**src/rtl/booth_pkg.sv**
```systemverilog
// Shared definitions for the Booth multiplier / accumulator back end.
//   PROD_W_DEF : product width produced by mbooth4bit; the accumulator uses it
//                as its default so both blocks stay aligned.
//   state_t    : accumulator FSM state encoding.
package booth_pkg;

  localparam int PROD_W_DEF = 8;

  typedef enum logic [1:0] {
    IDLE  = 2'd0,
    ACCUM = 2'd1,
    DONE  = 2'd2
  } state_t;

endpackage

```
**src/rtl/booth_mac_acc_if.sv**
```systemverilog
// Bus bundle between the operand stage / consumer and booth_mac_acc.
//   start, len           : job request and length (sampled only in IDLE)
//   in_valid/in_ready    : product stream, prod carries the signed product
//   out_valid/out_ready  : result stream, acc_out/overflow carry the result
//   busy                 : block is not in IDLE
// Handshake rule for both streams: a transfer happens on a rising clock edge
// where valid and ready are both high. Once valid is raised, the payload
// must stay stable until that transfer. Ready never depends combinationally
// on valid.
// master: drives requests, products and out_ready.
// slave : the accumulator.
interface booth_mac_acc_if #(
  parameter int PROD_W = booth_pkg::PROD_W_DEF,
  parameter int ACC_W  = 16,
  parameter int CNT_W  = 5
);

  logic              start;
  logic [CNT_W-1:0]  len;
  logic              in_valid;
  logic              in_ready;
  logic [PROD_W-1:0] prod;
  logic              out_valid;
  logic              out_ready;
  logic [ACC_W-1:0]  acc_out;
  logic              overflow;
  logic              busy;

  modport master (
    output start, len, in_valid, prod, out_ready,
    input  in_ready, out_valid, acc_out, overflow, busy
  );

  modport slave (
    input  start, len, in_valid, prod, out_ready,
    output in_ready, out_valid, acc_out, overflow, busy
  );

endinterface

```
**src/rtl/booth_mac_acc_add.sv**
```systemverilog
// acc_add: combinational ACC_W-bit two's-complement adder with signed
// overflow detection.
//   a, b : addends (b is the already sign-extended product)
//   sum  : a + b modulo 2^ACC_W
//   ovf  : high when a and b share a sign and sum's sign differs
module acc_add #(
  parameter int ACC_W = 16
) (
  input  logic [ACC_W-1:0] a,
  input  logic [ACC_W-1:0] b,
  output logic [ACC_W-1:0] sum,
  output logic             ovf
);

  assign sum = a + b;
  assign ovf = (a[ACC_W-1] == b[ACC_W-1]) && (sum[ACC_W-1] != a[ACC_W-1]);

endmodule

```
**src/rtl/booth_mac_acc.sv**
```systemverilog
// booth_mac_acc: sums a programmed number of signed Booth products into a
// wider accumulator and returns one result per job.
//   clk, rst_n : clock, asynchronous active-low reset
//   bus        : booth_mac_acc_if slave (job request, product stream,
//                result stream, busy). Its parameters must match the ones
//                given here.
//   state_dbg  : current FSM state, for observation only
// All outputs are flops. in_ready/out_valid/busy are registered copies of
// the state decode, updated together with the state register.
module booth_mac_acc
  import booth_pkg::*;
#(
  parameter int PROD_W = PROD_W_DEF,
  parameter int ACC_W  = 16,
  parameter int CNT_W  = 5
) (
  input  logic            clk,
  input  logic            rst_n,
  booth_mac_acc_if.slave  bus,
  output state_t          state_dbg
);

  state_t           state;
  logic [ACC_W-1:0] acc;
  logic             ovf_q;
  logic [CNT_W-1:0] cnt;
  logic [CNT_W-1:0] len_q;
  logic             in_ready_q;
  logic             out_valid_q;
  logic             busy_q;

  logic [ACC_W-1:0] prod_ext;
  logic [ACC_W-1:0] sum;
  logic             add_ovf;
  logic [CNT_W-1:0] cnt_nxt;

  // Size cast of a signed value sign-extends (works for ACC_W == PROD_W too).
  assign prod_ext = ACC_W'($signed(bus.prod));
  assign cnt_nxt  = cnt + CNT_W'(1);

  acc_add #(.ACC_W(ACC_W)) u_add (
    .a   (acc),
    .b   (prod_ext),
    .sum (sum),
    .ovf (add_ovf)
  );

  always_ff @(posedge clk or negedge rst_n) begin
    if (!rst_n) begin
      state       <= IDLE;
      acc         <= '0;
      ovf_q       <= 1'b0;
      cnt         <= '0;
      len_q       <= '0;
      in_ready_q  <= 1'b0;
      out_valid_q <= 1'b0;
      busy_q      <= 1'b0;
    end else begin
      case (state)
        IDLE: begin
          if (bus.start) begin
            len_q  <= bus.len;
            acc    <= '0;
            cnt    <= '0;
            ovf_q  <= 1'b0;
            busy_q <= 1'b1;
            if (bus.len != '0) begin
              state      <= ACCUM;
              in_ready_q <= 1'b1;
            end else begin
              // Empty job: report a zero result straight away.
              state       <= DONE;
              out_valid_q <= 1'b1;
            end
          end
        end
        ACCUM: begin
          if (bus.in_valid) begin
            acc <= sum;
            cnt <= cnt_nxt;
            if (add_ovf) ovf_q <= 1'b1;
            if (cnt_nxt == len_q) begin
              state       <= DONE;
              in_ready_q  <= 1'b0;
              out_valid_q <= 1'b1;
            end
          end
        end
        DONE: begin
          if (bus.out_ready) begin
            state       <= IDLE;
            out_valid_q <= 1'b0;
            busy_q      <= 1'b0;
          end
        end
        default: begin
          state       <= IDLE;
          in_ready_q  <= 1'b0;
          out_valid_q <= 1'b0;
          busy_q      <= 1'b0;
        end
      endcase
    end
  end

  assign bus.in_ready  = in_ready_q;
  assign bus.out_valid = out_valid_q;
  assign bus.acc_out   = acc;
  assign bus.overflow  = ovf_q;
  assign bus.busy      = busy_q;
  assign state_dbg     = state;

endmodule

```
**src/flat_wrapper.sv**
```systemverilog
// flat-port wrapper written by rule: the top's interface ports become plain ports
module booth_mac_acc_flat import booth_pkg::*;
#(
  parameter int PROD_W = PROD_W_DEF,
  parameter int ACC_W  = 16,
  parameter int CNT_W  = 5
)
  (clk, rst_n, state_dbg, bus_start, bus_len, bus_in_valid, bus_prod, bus_out_ready, bus_in_ready, bus_out_valid, bus_acc_out, bus_overflow, bus_busy);
  booth_mac_acc_if #(.PROD_W(PROD_W), .ACC_W(ACC_W), .CNT_W(CNT_W)) bus_i ();
  input  logic clk;
  input  logic rst_n;
  output state_t state_dbg;
  input wire logic [$bits(bus_i.start)-1:0] bus_start;
  input wire logic [$bits(bus_i.len)-1:0] bus_len;
  input wire logic [$bits(bus_i.in_valid)-1:0] bus_in_valid;
  input wire logic [$bits(bus_i.prod)-1:0] bus_prod;
  input wire logic [$bits(bus_i.out_ready)-1:0] bus_out_ready;
  output wire logic [$bits(bus_i.in_ready)-1:0] bus_in_ready;
  output wire logic [$bits(bus_i.out_valid)-1:0] bus_out_valid;
  output wire logic [$bits(bus_i.acc_out)-1:0] bus_acc_out;
  output wire logic [$bits(bus_i.overflow)-1:0] bus_overflow;
  output wire logic [$bits(bus_i.busy)-1:0] bus_busy;
  assign bus_i.start = bus_start;
  assign bus_i.len = bus_len;
  assign bus_i.in_valid = bus_in_valid;
  assign bus_i.prod = bus_prod;
  assign bus_i.out_ready = bus_out_ready;
  assign bus_in_ready = bus_i.in_ready;
  assign bus_out_valid = bus_i.out_valid;
  assign bus_acc_out = bus_i.acc_out;
  assign bus_overflow = bus_i.overflow;
  assign bus_busy = bus_i.busy;
  booth_mac_acc #(.PROD_W(PROD_W), .ACC_W(ACC_W), .CNT_W(CNT_W)) u_core (.clk(clk), .rst_n(rst_n), .bus(bus_i), .state_dbg(state_dbg));
endmodule
```
**config.mk**
```make
export PLATFORM = sky130hd
export DESIGN_NAME = booth_mac_acc_flat
export DESIGN_NICKNAME = d
export VERILOG_FILES = /design/src/rtl/booth_pkg.sv /design/src/rtl/booth_mac_acc_if.sv /design/src/rtl/booth_mac_acc_add.sv /design/src/rtl/booth_mac_acc.sv /design/src/flat_wrapper.sv
export SDC_FILE = /design/constraint.sdc
export NUM_CORES = 1
export LEC_CHECK = 0
export CORE_UTILIZATION = 56
export CTS_CLUSTER_SIZE = 12
export DETAILED_ROUTE_END_ITERATION = 12
export GPL_ROUTABILITY_DRIVEN = 0
export GPL_TIMING_DRIVEN = 0
export PLACE_DENSITY = 0.92
export SYNTH_ARGS = -nofsm -noshare
export SYNTH_HDL_FRONTEND = slang
export SYNTH_HIERARCHICAL = 1
export SYNTH_SLANG_ARGS = --single-unit
```
**constraint.sdc**
```tcl
create_clock -name clk -period 7.06 [get_ports clk]
set_clock_uncertainty 0.1 [all_clocks]
set_input_delay 0.706 -clock clk [delete_from_list [all_inputs] [get_ports clk]]
set_output_delay 0.706 -clock clk [all_outputs]
set_load 0.03 [all_outputs]
```
==> impl_metrics.yaml, run 1 <==
logic_synthesis:
  syn_area_um2: 2090
  synth_cell_type_count: 44
  seq_area_frac_synth_pct: 38.4
  ys_seq_elements: 32
  postSynthCellCount: 205
  ys_warn_count: 6
  postSynthAreaPerCell_um2: 10.2
  synth-main-ff-cell: "dfrtp_1"
  synth_common_cells: "dfrtp_1, a22o_1, ha_1"
  synth_edf_count: 0
  yosys.area.top_type: "dfrtp_1"
  synthTopCellsByArea: "dfrtp_1, ha_1, a22o_1"
  synth_top_area_share_pct: 38.4
  synth.most_common_cell: "dfrtp_1"
  syn_nets: 240
  async_flop_share_pct: 100
critical_path:
  critical-path-max-stage-delay_ns: 0.75
  arrival_ns: 3.16
  timing.rr.end: "u_core/bus.acc_out[14]"
  r2r_slack_ns: 4.47
  setup.worst_path.start: "bus_prod[7]"
  end_kind: "flip-flop"
  worstPathMaxFanout: 11
  cpMaxStageDelayCell: "clkdlybuf4s50_1"
  path_cells: "clkdlybuf4s50_1 -> ha_1 -> a21oi_1 -> o21ai_1 -> nor2b_1 -> a211oi_1 -> o31ai_2 -> mux2i_1 -> a21oi_1 -> nor2_1"
  critPathBufInv: 1
  start_kind: "input port"
  crit_top_cell: "a21oi_1"
  cp-endpoint: "u_core/bus.overflow"
  critical_path_class: "input port to flip-flop"
  rr_startpoint: "u_core/bus.acc_out[0]"
  reg2reg_depth: 9
  crit_family: "compound AO/OA/AOI/OAI gates"
  cp_num_cells: 10
  required_ns: 7.10
die:
  num_rows: 21
  die_area_um2: 3970
  die_h_um: 63.0
  die_x_um: 63.0
  start_util_pct: 60.6
  ios: 40
  core_um2: 3440
placed_design:
  io_buffer_count: 39
  post-dp-hpwl_um: 3440
timing:
  finalCriticalPeriod_ns: 3.12
  maxSlewViolCount: 0
  max_freq_mhz: 320
  rsz0062_at_grt: "no"
  holdWs_ns: 0.377
  worstMarginPinSlew_ns: 0.722
  hold_violations: 0
  setup-tns-final_ns: 0
  maxSlewHeadroom_pct: 51.9
  setup_viol: 0
  finalCritPeriodShare_pct: 44.2
clocking:
  cts_tree: "done"
  clock_sinks: 32
  post-cts-setup-buffers: 0
  clk_path_buf_depth: 2
  clk_latency_ns: 0.28
  ctsHoldBuffers: 0
  cts_root_buffer: "clkbuf_8"
  cts_made_buffers: 5
  post_cts_resized: 0
  htreeDepth: 2
  clkTransAtPathRegs_ns: 0.07
pwr:
  ir_drop_uv: 234
  powerDensity_nw_per_um2: 481
  p_leak_nw: 1.18
layout:
  n_antenna_cell: 0
  nNetsFinal: 286
  drive_gt1_share_pct: 9.56
  area_growth_pct: 25.9
outcome:
  status: "finished, final reports clean"
global_route:
  globalRouteOverflowTotal: 0
  grt_pass1_wl_um: 8330
  first_global_vias: 1779
  grt_max_degree: 33
  antenna_found_initial: 0
  grt.total_usage_pct: 26.7
detailed_routing:
  drtAntennaViolNets: 0
  num_vias: 1808
  wl_um: 4890
  drc: 0
  firstDrtPassIters: 5
  vias_per_cell: 6.09
  drt_iter0_drc: 86
  wl_per_cell_um: 16.5
worst_hold_path:
  min_path_type: "input port to asynchronous set/reset pin"
job:
  drv_cap: 0
worst reg2reg max path, stage by stage, from the launching register on:
cell and delay, ns:
dfrtp_1 0.40, ha_1 0.24, fa_1 0.42, a21oi_1 0.27, o211ai_1 0.13, a21oi_1 0.33, o21ai_1 0.11, a21oi_1 0.18
xnor2_1 0.09, a22o_1 0.20
how the worst min path moves through the flow:
stage / endpoint / slack (ns) / from / depth (start not counted)
global placement: u_core/bus.overflow / 0.39 / u_core/bus.overflow / 2
global route: u_core/cnt[1] / 0.44 / rst_n / 1
finish: u_core/bus.acc_out[8] / 0.38 / rst_n / 1
floorplan: u_core/bus.acc_out[0] / 0.31 / rst_n / 0
CTS: u_core/bus.acc_out[7] / 0.40 / rst_n / 1
detailed placement: u_core/bus.overflow / 0.40 / u_core/bus.overflow / 2
stage by stage:
stage               utilization, %  setup slack (ns)  std cells  power, mW  instance area (um^2)
global placement              73.6              3.80        290       1.06                  2530
CTS                           76.3              3.98        297       1.26                  2630
detailed placement            73.5              3.71        290       1.09                  2530
finish                        76.3              3.94        297       1.26                  2630
floorplan                        -              4.50        205      0.866                  2090
global route                  76.3              3.80        297       1.34                  2630
cell usage in the layout (no fill, tap or decap), types with 3 or more instances in the layout:
cell,instances
mux2_2,5
nand3_1,7
clkbuf_8,7
xnor2_1,12
inv_1,7
xor2_1,10
nand2_1,14
a22o_1,18
a21o_1,4
clkbuf_1,3
o21bai_1,4
a21oi_1,13
ha_1,16
nand4_1,3
dfrtp_1,32
nor2_1,8
buf_2,3
o21ai_1,6
clkdlybuf4s50_1,38
o21ai_0,10
registers in the layout, summed over array words and instances, names as in the netlist:
signal,count
u_core/cnt,5
u_core/bus.overflow,1
u_core/state_dbg,2
u_core/len_q,5
u_core/bus.out_valid,1
u_core/bus.acc_out,16
u_core/bus.in_ready,1
u_core/bus.busy,1
cell families (layout without fill, tap and decap cells):
family / count (synthesis) / in the layout / synth area share (%)
AOI/OAI and AO/OA: 71 / 71 / 24.2
xor gates and xnor gates: 22 / 22 / 9.24
and+or+nand+nor: 43 / 43 / 11.0
adders and majority gates: 17 / 17 / 10.6
buffers and inverters: 13 / 59 / 2.82
muxes: 7 / 7 / 3.72
DFF: 32 / 32 / 38.4
where the power goes:
part	internal, mW	leakage [nW]	total (mW)	switching, mW
sequential	0.262	0.402	0.333	0.0718
combinational	0.346	0.724	0.775	0.429
clock	0.0868	0.0503	0.152	0.0656
total	0.695	1.18	1.26	0.566
layer usage:
| layer | global-route usage (%) | up-vias | routed length (um) |
|---|---|---|---|
| met2 | 43.4 | 69 | 2350 |
| met4 | 9.59 | 0 | 89 |
| li1 | - | 860 | - |
| met5 | 0 | - | 0 |
| met3 | 4.93 | 12 | 285 |
| met1 | 35.2 | 867 | 2160 |
layout make-up:
| type | instances | area, um^2 |
|---|---|---|
| multi-input combinational | 160 | 1230 |
| fill | 234 | 817 |
| sequential | 32 | 801 |
| timing repair buffer | 39 | 385 |
| clock buffer | 7 | 96.3 |
| tap | 46 | 57.6 |
| buffer | 6 | 32.5 |
| inverter | 7 | 26.3 |
Power figures use the tool's default switching activity.
==> run 2: changes to the inputs <==
Settings changed: CORE_UTILIZATION 56 to 52, PLACE_DENSITY 0.92 to 0.87.
Clock period 7.06 ns to 2.9 ns, I/O delays scaled along.
==> impl_metrics.yaml, run 2 (synthesized netlist as in run 1, its figures left out) <==
timing:
  finalCriticalPeriod_ns: 2.69
  setup_viol: 0
  hold_violations: 0
  rsz0062_at_grt: "no"
  fin_ws_ns: 0.212
  holdWs_ns: 0.407
  max_freq_mhz: 372
  maxSlewHeadroom_pct: 51.4
  maxSlewViolCount: 0
  setup-tns-final_ns: 0
  worstMarginPinSlew_ns: 0.729
  finalCritPeriodShare_pct: 92.7
placed_design:
  place_ws_ns: 0.00870
  post-dp-hpwl_um: 3200
  io_buffer_count: 39
detailed_routing:
  num_vias: 1784
  wl_um: 4550
  drc: 0
  drtAntennaViolNets: 0
  wl_per_cell_um: 15.1
  drt_iter0_drc: 110
  firstDrtPassIters: 5
  vias_per_cell: 5.93
clocking:
  cts_made_buffers: 5
  cts_tree: "done"
  post-cts-setup-buffers: 0
  clock_sinks: 32
  cts_root_buffer: "clkbuf_8"
  clk_path_buf_depth: 2
  clk_latency_ns: 0.29
  htreeDepth: 2
  post_cts_resized: 0
  clkTransAtPathRegs_ns: 0.08
outcome:
  status: "finished, final reports clean"
pwr:
  ir_drop_uv: 670
  p_leak_nw: 1.18
  powerDensity_nw_per_um2: 1160
critical_path:
  critical_path_class: "input port to flip-flop"
  critical-path-max-stage-delay_ns: 0.74
  path_cells: "clkdlybuf4s50_1 -> ha_1 -> a21oi_1 -> o21ai_1 -> nor2b_1 -> a211oi_1 -> o31ai_2 -> mux2i_1 -> a21oi_1 -> nor2_1"
  crit_top_cell: "a21oi_1"
  crit_family: "compound AO/OA/AOI/OAI gates"
  start_kind: "input port"
  cpMaxStageDelayCell: "clkdlybuf4s50_1"
  arrival_ns: 2.74
  end_kind: "flip-flop"
  required_ns: 2.96
  worstPathMaxFanout: 11
  critPathBufInv: 1
layout:
  layout_commonest_cell: "clkdlybuf4s50_1"
  area_growth_pct: 27.2
  nNetsFinal: 287
  drive_gt1_share_pct: 9.88
  largest_reg_flops: 16
  final_cell_mix: "clkdlybuf4s50_1, dfrtp_1, a22o_1"
  n_antenna_cell: 0
job:
  drv_cap: 0
global_route:
  grt_pass1_wl_um: 7600
  grt.total_usage_pct: 23.7
  first_global_vias: 1688
  antenna_found_initial: 0
  globalRouteOverflowTotal: 0
  grt_max_degree: 33
die:
  start_util_pct: 55.7
  die_x_um: 65.3
  core_um2: 3740
  num_rows: 22
  die_area_um2: 4270
  ios: 40
  die_h_um: 65.3
worst_hold_path:
  min_path_type: "flip-flop to flip-flop"
==> run 2: power by group <==
group / internal [mW] / switching (mW) / leakage (nW)
combinational: 0.841 / 1.01 / 0.728
clock: 0.254 / 0.176 / 0.0541
sequential: 0.637 / 0.167 / 0.402
total: 1.73 / 1.36 / 1.18
==> run 2: per-stage QoR <==
step | cell area, um^2 | util, % | cells | power (mW)
detailed placement | 2530 | 67.6 | 292 | 2.64
global placement | 2540 | 67.7 | 292 | 2.59
floorplan | 2090 | - | 205 | 2.11
global route | 2650 | 70.9 | 301 | 3.30
finish | 2650 | 70.9 | 301 | 3.09
CTS | 2650 | 70.9 | 301 | 3.10
==> run 2: what timing repair did <==
action                                  in CTS  in global routing
endpoints found under the setup margin       0                  0
endpoints found under the hold margin       32                  0
hold buffers                                 1                  0
==> run 2: layout make-up <==
type / instances / area, um^2
clock inverters: 3 / 42.5
repair buffers: 40 / 395
well taps: 48 / 60.1
fillers: 294 / 1090
multi-input cells: 160 / 1230
inverters: 7 / 26.3
flip-flops and latches: 32 / 801
plain buffers: 6 / 32.5
clock buffers: 5 / 68.8
==> run 2: worst min-delay path, stage by stage, from the launching register on <==
cell     delay [ns]
dfrtp_1        0.35
a21oi_1        0.05
nor2_1         0.07
==> run 2: routing by layer <==
metal / routed length, um / up-vias / GRT usage [%]
met4: 65 / 0 / 10.3
met3: 290 / 7 / 7.12
li1: - / 865 / -
met1: 2130 / 844 / 31.1
met5: 0 / - / 0
met2: 2060 / 68 / 36.0
==> run 2: worst paths after layout <==
path                                       start                      to  slack (ns)  depth (start not counted)
min in group asynchronous                  rst_n   u_core/bus.acc_out[9]        0.49                          2
max                                  bus_prod[7]     u_core/bus.overflow        0.21                         10
max in group asynchronous                  rst_n         u_core/len_q[0]        1.74                          2
min reg2reg                  u_core/bus.overflow     u_core/bus.overflow        0.41                          2
min                          u_core/bus.overflow     u_core/bus.overflow        0.41                          2
max reg2reg                u_core/bus.acc_out[0]  u_core/bus.acc_out[14]        0.35                          9
==> run 3: changes to the inputs <==
Settings changed: CORE_ASPECT_RATIO set to 1.25, TNS_END_PERCENT set to 100.
==> impl_metrics.yaml, run 3 (synthesized netlist as in run 1, its figures left out) <==
outcome:
  status: "finished, final reports clean"
detailed_routing:
  wl_per_cell_um: 15.6
  firstDrtPassIters: 4
  vias_per_cell: 5.84
  num_vias: 1794
  drc: 0
  drtAntennaViolNets: 0
  wl_um: 4790
  drt_iter0_drc: 65
timing:
  holdWs_ns: 0.430
  fin_ws_ns: 0.284
  rsz0062_at_grt: "no"
  maxSlewHeadroom_pct: 52.4
  finalCritPeriodShare_pct: 90.2
  maxSlewViolCount: 0
  worstMarginPinSlew_ns: 0.713
  finalCriticalPeriod_ns: 2.62
  max_freq_mhz: 382
  hold_violations: 0
  setup_viol: 0
layout:
  final_area_um2: 2660
  final_cell_mix: "clkdlybuf4s50_1, dfrtp_1, a22o_1"
  n_antenna_cell: 0
  largest_reg_flops: 16
  finalCoreUtilization_pct: 69.6
  layout_commonest_cell: "clkdlybuf4s50_1"
  nNetsFinal: 287
  drive_gt1_share_pct: 9.49
  area_growth_pct: 27.4
clocking:
  clock_sinks: 32
  post_cts_resized: 0
  htreeDepth: 2
  clk_latency_ns: 0.29
  cts_root_buffer: "clkbuf_8"
  post-cts-setup-buffers: 0
  cts_made_buffers: 5
  cts_tree: "done"
  ctsHoldBuffers: 1
  clkTransAtPathRegs_ns: 0.07
  clk_path_buf_depth: 2
global_route:
  first_global_vias: 1767
  globalRouteOverflowTotal: 0
  grt_max_degree: 33
  antenna_found_initial: 0
  grt.total_usage_pct: 24.5
  grt_pass1_wl_um: 7870
critical_path:
  critical_path_class: "input port to flip-flop"
  required_ns: 2.95
  start_kind: "input port"
  crit_top_cell: "a21oi_1"
  cpMaxStageDelayCell: "clkdlybuf4s50_1"
  crit_family: "compound AO/OA/AOI/OAI gates"
  arrival_ns: 2.67
  path_cells: "clkdlybuf4s50_1 -> ha_1 -> a21oi_1 -> o21ai_1 -> nor2b_1 -> a211oi_1 -> o31ai_2 -> mux2i_1 -> a21oi_1 -> nor2_1"
  critPathBufInv: 1
  critical-path-max-stage-delay_ns: 0.74
  end_kind: "flip-flop"
  worstPathMaxFanout: 11
die:
  ios: 40
  start_util_pct: 54.7
  core_um2: 3820
  die_h_um: 72.8
  die_x_um: 58.6
  die_area_um2: 4270
  num_rows: 25
placed_design:
  dpl_cell_area_um2: 2540
  io_buffer_count: 39
  post-dp-hpwl_um: 3500
  place_ws_ns: -0.00875
job:
  drv_cap: 0
pwr:
  ir_drop_uv: 711
  powerDensity_nw_per_um2: 1170
  p_leak_nw: 1.19
worst_hold_path:
  min_path_type: "flip-flop to flip-flop"
-- run 3: cell types whose count changed in the layout (fill, tap and decap cells not counted), sizes merged --
cell	before	now
clkinvlp	1	0
clkbuf	8	9
-- run 3: routing by layer --
layer / wire length, um / GRT usage, % / share of wire [%] / up-vias
met5: 0 / 0 / 0 / -
met1: 1990 / 27.9 / 41 / 867
li1: - / - / - / 863
met3: 187 / 5.32 / 3.9 / 11
met4: 80 / 8.73 / 1.7 / 0
met2: 2530 / 44.4 / 53 / 53
-- run 3: path summary, 6_finish.rpt --
kind / to / slack (ns) / depth (start not counted) / from
hold / removal: u_core/bus.in_ready / 0.43 / 1 / u_core/bus.in_ready
hold reg to reg: u_core/bus.in_ready / 0.43 / 1 / u_core/bus.in_ready
min in group asynchronous: u_core/bus.acc_out[2] / 0.49 / 2 / rst_n
setup / recovery: u_core/bus.overflow / 0.28 / 10 / bus_prod[7]
max in group asynchronous: u_core/bus.out_valid / 1.75 / 2 / rst_n
setup reg to reg: u_core/bus.acc_out[14] / 0.35 / 9 / u_core/bus.acc_out[0]
-- run 3: worst register-to-register path: cells and delay by family (launching register included) --
family | cells | cell delay, ns
compound gates | 6 | 1.21
fa+ha+maj | 2 | 0.65
flops | 1 | 0.40
xor+xnor | 1 | 0.08
-- run 3: where the power goes --
| group | switching [mW] | internal (mW) |
|---|---|---|
| sequential | 0.168 | 0.637 |
| clock | 0.175 | 0.255 |
| combinational | 1.02 | 0.844 |
-- run 3: through the flow --
stage	power (mW)	instances	setup TNS, ns
floorplan	2.11	205	0
global placement	2.59	298	0
detailed placement	2.66	298	-0.00875
CTS	3.11	307	0
global route	3.30	307	0
finish	3.10	307	0
-- run 3: layout make-up --
class	count	area, um^2
well taps	54	67.6
inverters	7	26.3
clock inverters	2	35.0
fillers	312	1160
multi-input cells	160	1230
repair buffers	40	395
flip-flops and latches	32	801
clock buffers	6	72.6
plain buffers	6	32.5
